[src/rtl/if_fetch_queue.sv]
// ============================================================================
// Module   : if_fetch_queue
// Brief    : Sequential instruction fetch from a 1-cycle IRAM into a prefetch
//            queue, handed to ID with valid/ready; trap > xret > jump redirects.
//            Optional performance counters are built when IF_PERF_CNT_EN is defined.
// Revision : 1.0  initial release
// ============================================================================
`default_nettype none

module if_fetch_queue #(
    parameter int          IWIDTH   = 12,
    parameter int          QDEPTH   = 4,
    parameter logic [29:0] RESET_PC = 30'h0
) (
    input  logic              clk,
    input  logic              rst,
    input  logic              cpu_start,
    input  logic [29:0]       start_adr,
    input  logic              trap_req,
    input  logic [29:0]       trap_adr,
    input  logic              xret_req,
    input  logic [29:0]       xret_adr,
    input  logic              jmp_req,
    input  logic [29:0]       jmp_adr,
    output logic              post_redirect,
    output logic              id_valid,
    input  logic              id_ready,
    output logic [31:0]       inst_id,
    output logic [29:0]       pc_id,
    output logic [IWIDTH-1:0] iram_radr,
    input  logic [31:0]       iram_rdata,
    input  logic              i_read_sel,
    input  logic [IWIDTH-1:0] i_ram_radr,
    output logic [31:0]       perf_fetch,
    output logic [31:0]       perf_bubble
);

    localparam int              c_PW    = $clog2(QDEPTH);
    localparam logic [c_PW+1:0] c_DEPTH = (c_PW+2)'(QDEPTH);
    localparam logic [31:0]     c_NOP   = 32'h0000_0013;

    typedef enum logic [1:0] {
        S_IDLE = 2'd0,
        S_RUN  = 2'd1,
        S_MON  = 2'd2
    } state_t;

    state_t            state_q, state_d;
    logic [29:0]       pc_fetch_q, pc_fetch_d;
    logic [29:0]       qpc_q   [QDEPTH];
    logic [31:0]       qinst_q [QDEPTH];
    logic [c_PW-1:0]   rd_ptr_q, rd_ptr_d, wr_ptr_q, wr_ptr_d;
    logic [c_PW:0]     count_q, count_d;
    logic              inflight_q, inflight_d;
    logic [29:0]       inflight_pc_q, inflight_pc_d;
    logic              post_trap_q;
    logic              post_redirect_q, post_redirect_d;

    logic              accept, redirect, flush, issue, push, pop;
    logic [29:0]       redirect_adr;
    logic [c_PW+1:0]   occupancy;

    always_comb begin
        accept       = trap_req | ((xret_req | jmp_req) & ~post_trap_q);
        redirect     = accept & (state_q != S_IDLE);
        redirect_adr = trap_req ? trap_adr : (xret_req ? xret_adr : jmp_adr);
        flush        = cpu_start | redirect;
        // Reserve a slot for every read in flight so a response always has room.
        occupancy    = (c_PW+2)'(count_q) + (c_PW+2)'(inflight_q);
        issue        = (state_q == S_RUN) & ~i_read_sel & (occupancy < c_DEPTH);
        push         = inflight_q & ~flush;
        pop          = (count_q != '0) & id_ready & ~flush;
    end

    always_comb begin
        state_d = state_q;
        case (state_q)
            S_IDLE:  state_d = S_IDLE;
            S_RUN:   if (i_read_sel)  state_d = S_MON;
            S_MON:   if (!i_read_sel) state_d = S_RUN;
            default: state_d = S_IDLE;
        endcase
        if (cpu_start) state_d = S_RUN;
    end

    always_comb begin
        pc_fetch_d      = pc_fetch_q;
        inflight_d      = issue & ~flush;
        inflight_pc_d   = pc_fetch_q;
        count_d         = count_q + (c_PW+1)'(push) - (c_PW+1)'(pop);
        wr_ptr_d        = wr_ptr_q + c_PW'(push);
        rd_ptr_d        = rd_ptr_q + c_PW'(pop);
        post_redirect_d = redirect & ~cpu_start;
        if (cpu_start) begin
            pc_fetch_d = start_adr;
        end else if (redirect) begin
            pc_fetch_d = redirect_adr;
        end else if (issue) begin
            pc_fetch_d = pc_fetch_q + 30'd1;
        end
        if (flush) begin
            count_d  = '0;
            wr_ptr_d = '0;
            rd_ptr_d = '0;
        end
    end

    always_ff @(posedge clk) begin
        if (rst) begin
            state_q         <= S_IDLE;
            pc_fetch_q      <= RESET_PC;
            rd_ptr_q        <= '0;
            wr_ptr_q        <= '0;
            count_q         <= '0;
            inflight_q      <= 1'b0;
            inflight_pc_q   <= '0;
            post_trap_q     <= 1'b0;
            post_redirect_q <= 1'b0;
        end else begin
            state_q         <= state_d;
            pc_fetch_q      <= pc_fetch_d;
            rd_ptr_q        <= rd_ptr_d;
            wr_ptr_q        <= wr_ptr_d;
            count_q         <= count_d;
            inflight_q      <= inflight_d;
            inflight_pc_q   <= inflight_pc_d;
            post_trap_q     <= trap_req;
            post_redirect_q <= post_redirect_d;
        end
    end

    // Entry storage needs no reset: the empty-queue output mux hides it.
    always_ff @(posedge clk) begin
        if (push) begin
            qpc_q[wr_ptr_q]   <= inflight_pc_q;
            qinst_q[wr_ptr_q] <= iram_rdata;
        end
    end

    assign post_redirect = post_redirect_q;
    assign id_valid      = (count_q != '0);
    assign inst_id       = id_valid ? qinst_q[rd_ptr_q] : c_NOP;
    assign pc_id         = id_valid ? qpc_q[rd_ptr_q] : 30'h0;
    assign iram_radr     = i_read_sel ? i_ram_radr : pc_fetch_q[IWIDTH-1:0];

`ifdef IF_PERF_CNT_EN
    logic [31:0] perf_fetch_q, perf_bubble_q;

    always_ff @(posedge clk) begin
        if (rst || cpu_start) begin
            perf_fetch_q  <= '0;
            perf_bubble_q <= '0;
        end else begin
            if (pop) perf_fetch_q <= perf_fetch_q + 32'd1;
            if ((state_q == S_RUN) && !id_valid) perf_bubble_q <= perf_bubble_q + 32'd1;
        end
    end

    assign perf_fetch  = perf_fetch_q;
    assign perf_bubble = perf_bubble_q;
`else
    assign perf_fetch  = 32'd0;
    assign perf_bubble = 32'd0;
`endif

endmodule

`default_nettype wire
[config.mk]
export PLATFORM = sky130hd
export DESIGN_NAME = if_fetch_queue
export DESIGN_NICKNAME = d
export VERILOG_FILES = /design/src/rtl/if_fetch_queue.sv
export SDC_FILE = /design/constraint.sdc
export NUM_CORES = 1
export LEC_CHECK = 0
export CAP_MARGIN = 20
export CORE_MARGIN = 2
export CORE_UTILIZATION = 35
export DETAILED_ROUTE_END_ITERATION = 6
export GPL_ROUTABILITY_DRIVEN = 1
export SYNTH_ARGS = -nofsm -noshare
export SYNTH_HDL_FRONTEND = slang
export SYNTH_SLANG_ARGS = --single-unit
[constraint.sdc]
create_clock -name clk -period 9.3 [get_ports clk]
set_input_delay 1.86 -clock clk [delete_from_list [all_inputs] [get_ports clk]]
set_output_delay 1.86 -clock clk [all_outputs]
set_load 0.02 [all_outputs]
==> reports/metrics.csv <==
stage;metric;value;unit
synthesis;Syn Area/Cell;14.5;um^2
drt;vias after detailed routing;8720;
placement;placed insts;1698;
drt;max layer used;met4;
drt;post-DR vias/cell;4.94;
sta;Max-slew headroom;31.4;%
synthesis;Yosys warnings;0;
floorplanning;die height;205;um
synthesis;cell with the most instances after synthesis;edfxtp_1;
sta;endpoints failing setup;0;
critical_path;FF-to-FF Start;count_q[1]$_SDFF_PP0_;
sta;worst slew pin tran;1030;ps
placement;dpl hpwl;22900;um
critical_path;Crit Path Class;primary input to output port;
drt;met2 WL post-DR;17100;um
clock_tree;CTS tree;yes;
critical_path;Crit path required time;7440;ps
grt;initial antenna violation count;0;
drt;final WL;35000;um
drt;Metal-1 WL;14800;um
min_path;WHS Endpoint;qpc_q[0][16]$_DFFE_PP_;
placement;Placer Congestion;0.828;
critical_path;internal reg-to-reg setup slack;6210;ps
grt;grt ovf;0;
synthesis;top post-synthesis cells by count;edfxtp_1 (248), dfxtp_1 (72), buf_4 (64), mux4_2 (62), and2_1 (61);
clock_tree;CTS sink cnt;320;
finish;Syn-to-layout area delta;27.4;%
critical_path;Reg2Reg Depth;8;
sta;setup tns final;0;ps
min_path;min-delay src;inflight_pc_q[16]$_SDFF_PP0_;
power_and_ir_drop;Final Power;3.21;mW
min_path;hold path cells;0;
power_and_ir_drop;Cell Pwr Density;178;mW/mm^2
sta;achievable frequency;0.179;GHz
drt;DRT antenna net count;0;
drt;drt wl/cell;19.9;um
grt;total track usage;16.5;%
synthesis;Synth area leaders;edfxtp_1 (53%), dfxtp_1 (10%), mux4_2 (9.9%), buf_4 (3.4%), and2_1 (2.7%);
floorplanning;Starting Density;35.6;%
finish;fill count;3638;
clock_tree;setup bufs post-CTS;0;
finish;Nets;1388;
sta;Tcrit/Tclk final;60.1;%
synthesis;synthesized cell area;0.0142;mm^2
finish;Finished Cell Area;0.0180;mm^2
placement;# port buffers;247;
min_path;hold crit path type;flop to flop;
clock_tree;CTS Buffer Depth;3;
grt;vias in the first global route;8908;
synthesis;post-synthesis sequential area ratio;62.8;%
synthesis;share of the synthesized area in the top cell type;52.6;%
critical_path;CP Capture Type;output port;
floorplanning;core outline area;0.0398;mm^2
grt;first-pass GRT wire length;52700;um
clock_tree;TritonCTS Buffers;36;
critical_path;crit path DAT;3730;ps
clock_tree;hold_buf cts;0;
drt;Initial DRC Count;635;
sta;Tmin final;5590;ps
drt;drt pass-1 iters;7;
sta;clk_skew;24.3;ps
sta;RSZ-0062 raised after global routing;false;
critical_path;reg-to-reg critical path endpoint;count_q[1]$_SDFF_PP0_;
synthesis;async set-reset flop share out of synthesis;0;%
clock_tree;cts repair resizes;0;
clock_tree;clk_lat worst skew;520;ps
clock_tree;clock root cell;clkbuf_16;
critical_path;Startpoint Class;primary input;
finish;final antenna diode count;0;
drt;DR DRC count;0;
floorplanning;row cnt;73;
clock_tree;htree depth;2;
synthesis;Post-synth EDFFs;248;
clock_tree;Reg clk slew, reported paths;60;ps
finish;Final Instance Count excl. Fillers;1764;
floorplanning;# IOs;312;
run;max-cap viol count;0;
grt;pin count of the biggest net entering global routing;64;
placement;Placed Area;0.0169;mm^2
floorplanning;die area;0.0421;mm^2
critical_path;crit path max fanout;15;
synthesis;cell taking the most area after synthesis;edfxtp_1;
synthesis;Synth cell types;62;
power_and_ir_drop;leak pwr;6.07;nW
sta;final hold vios;0;
synthesis;Syn Inst Count;978;
floorplanning;Die X-Extent;205;um
sta;Final Max Tran Viols;0;
power_and_ir_drop;Peak supply drop;0.000105;V
synthesis;flops & latches, synth;320;
synthesis;Top FF cell, synth;edfxtp_1;
finish;layout cells sized above 1;13.7;%
run_status;status;complete, no violations;
drt;met3 wire length;2420;um
[worst max path at each step]
stage | cells past startpoint | end | from
after floorplan | 7 | qinst_q[1][0]$_DFFE_PP_ | trap_req
after global placement | 3 | iram_radr[2] | i_read_sel
after detailed placement | 3 | iram_radr[6] | i_read_sel
after CTS | 3 | iram_radr[2] | i_read_sel
after global routing | 3 | iram_radr[2] | i_read_sel
final | 3 | iram_radr[2] | i_read_sel
[routing by layer]
metal  vias to the layer above  global-route usage (%)
met2                       349                    28.1
li1                       4091                       -
met4                         0                    4.11
met3                        47                    3.25
met5                         -                       0
met1                      4233                    21.5
[critical path, cell delays in order]
cell,delay [ps]
clkdlybuf4s50_1,900
mux2_2,410
clkdlybuf4s50_1,560
[power breakdown]
part | internal (mW) | total (mW) | switching [mW]
logic | 0.125 | 0.249 | 0.124
clock network | 0.813 | 1.36 | 0.548
registers | 1.56 | 1.60 | 0.0350
[final cells by class]
| type | count | area, um^2 | share of cell area [%] |
|---|---|---|---|
| flip-flops and latches | 320 | 8900 | 49.3 |
| multi-input cells | 583 | 4760 | 26.4 |
| repair buffers | 259 | 2550 | 14.1 |
| clock buffers | 48 | 998 | 5.53 |
| well taps | 525 | 657 | 3.64 |
| clock inverters | 18 | 145 | 0.804 |
| inverters | 11 | 41.3 | 0.229 |
[metrics by stage]
stage	utilization [%]	setup WS, ps	hold WS (ps)
final	45.3	3710	478
after global routing	45.3	3660	502
after CTS	45.3	3730	473
after detailed placement	42.4	3700	459
after global placement	42.4	3740	450
after floorplan	-	1230	438
[state kept, by name, indices dropped and copies added, names as in the netlist]
name / cells
qinst_q: 128
post_redirect: 1
wr_ptr_q: 2
post_trap_q: 1
count_q: 3
rd_ptr_q: 2
inflight_q: 1
inflight_pc_q: 30
state_q: 2
qpc_q: 120
inflight_pc_d: 30
[cell usage in the layout (no fill, tap or decap), types with 5 or more instances in the layout]
cell             netlist  routed
o21ai_0               17      17
mux2_2                26      26
a211oi_1              17      17
nor2b_1               28      28
nand2_1               43      43
clkbuf_1              43       9
inv_1                 11      10
mux4_2                62      62
o211ai_1              17      17
a311o_1                5       5
nor4_1                 5       5
xnor2_1                9       9
nor2_1                39      39
dfxtp_1               72      70
a21oi_1               20      20
and4_1                 8       7
mux2i_1               29      29
nand4_1               12      12
conb_1                 1      64
edfxtp_1             248     248
nor3_1                 8       7
a31oi_1                8       8
buf_4                 64      12
clkinv_1               0       7
nand3_1               19      19
xor2_1                11      11
clkdlybuf4s50_1        0     244
clkinv_2               0       5
and3_1                 8       8
and2_1                61      61
clkbuf_16              0      38
[logic make-up (layout without fill, tap and decap cells)]
family | after synthesis | after routing | synth area share (%)
fa+ha+maj | 5 | 5 | 0.495
other cells | 1 | 64 | 0.0265
compound gates | 120 | 120 | 5.97
flops | 320 | 320 | 62.8
xor+xnor | 20 | 20 | 1.24
mux | 117 | 117 | 14.0
buf+inv | 138 | 336 | 5.44
simple gates | 257 | 257 | 10.1
(Power assumes the default switching activity.)
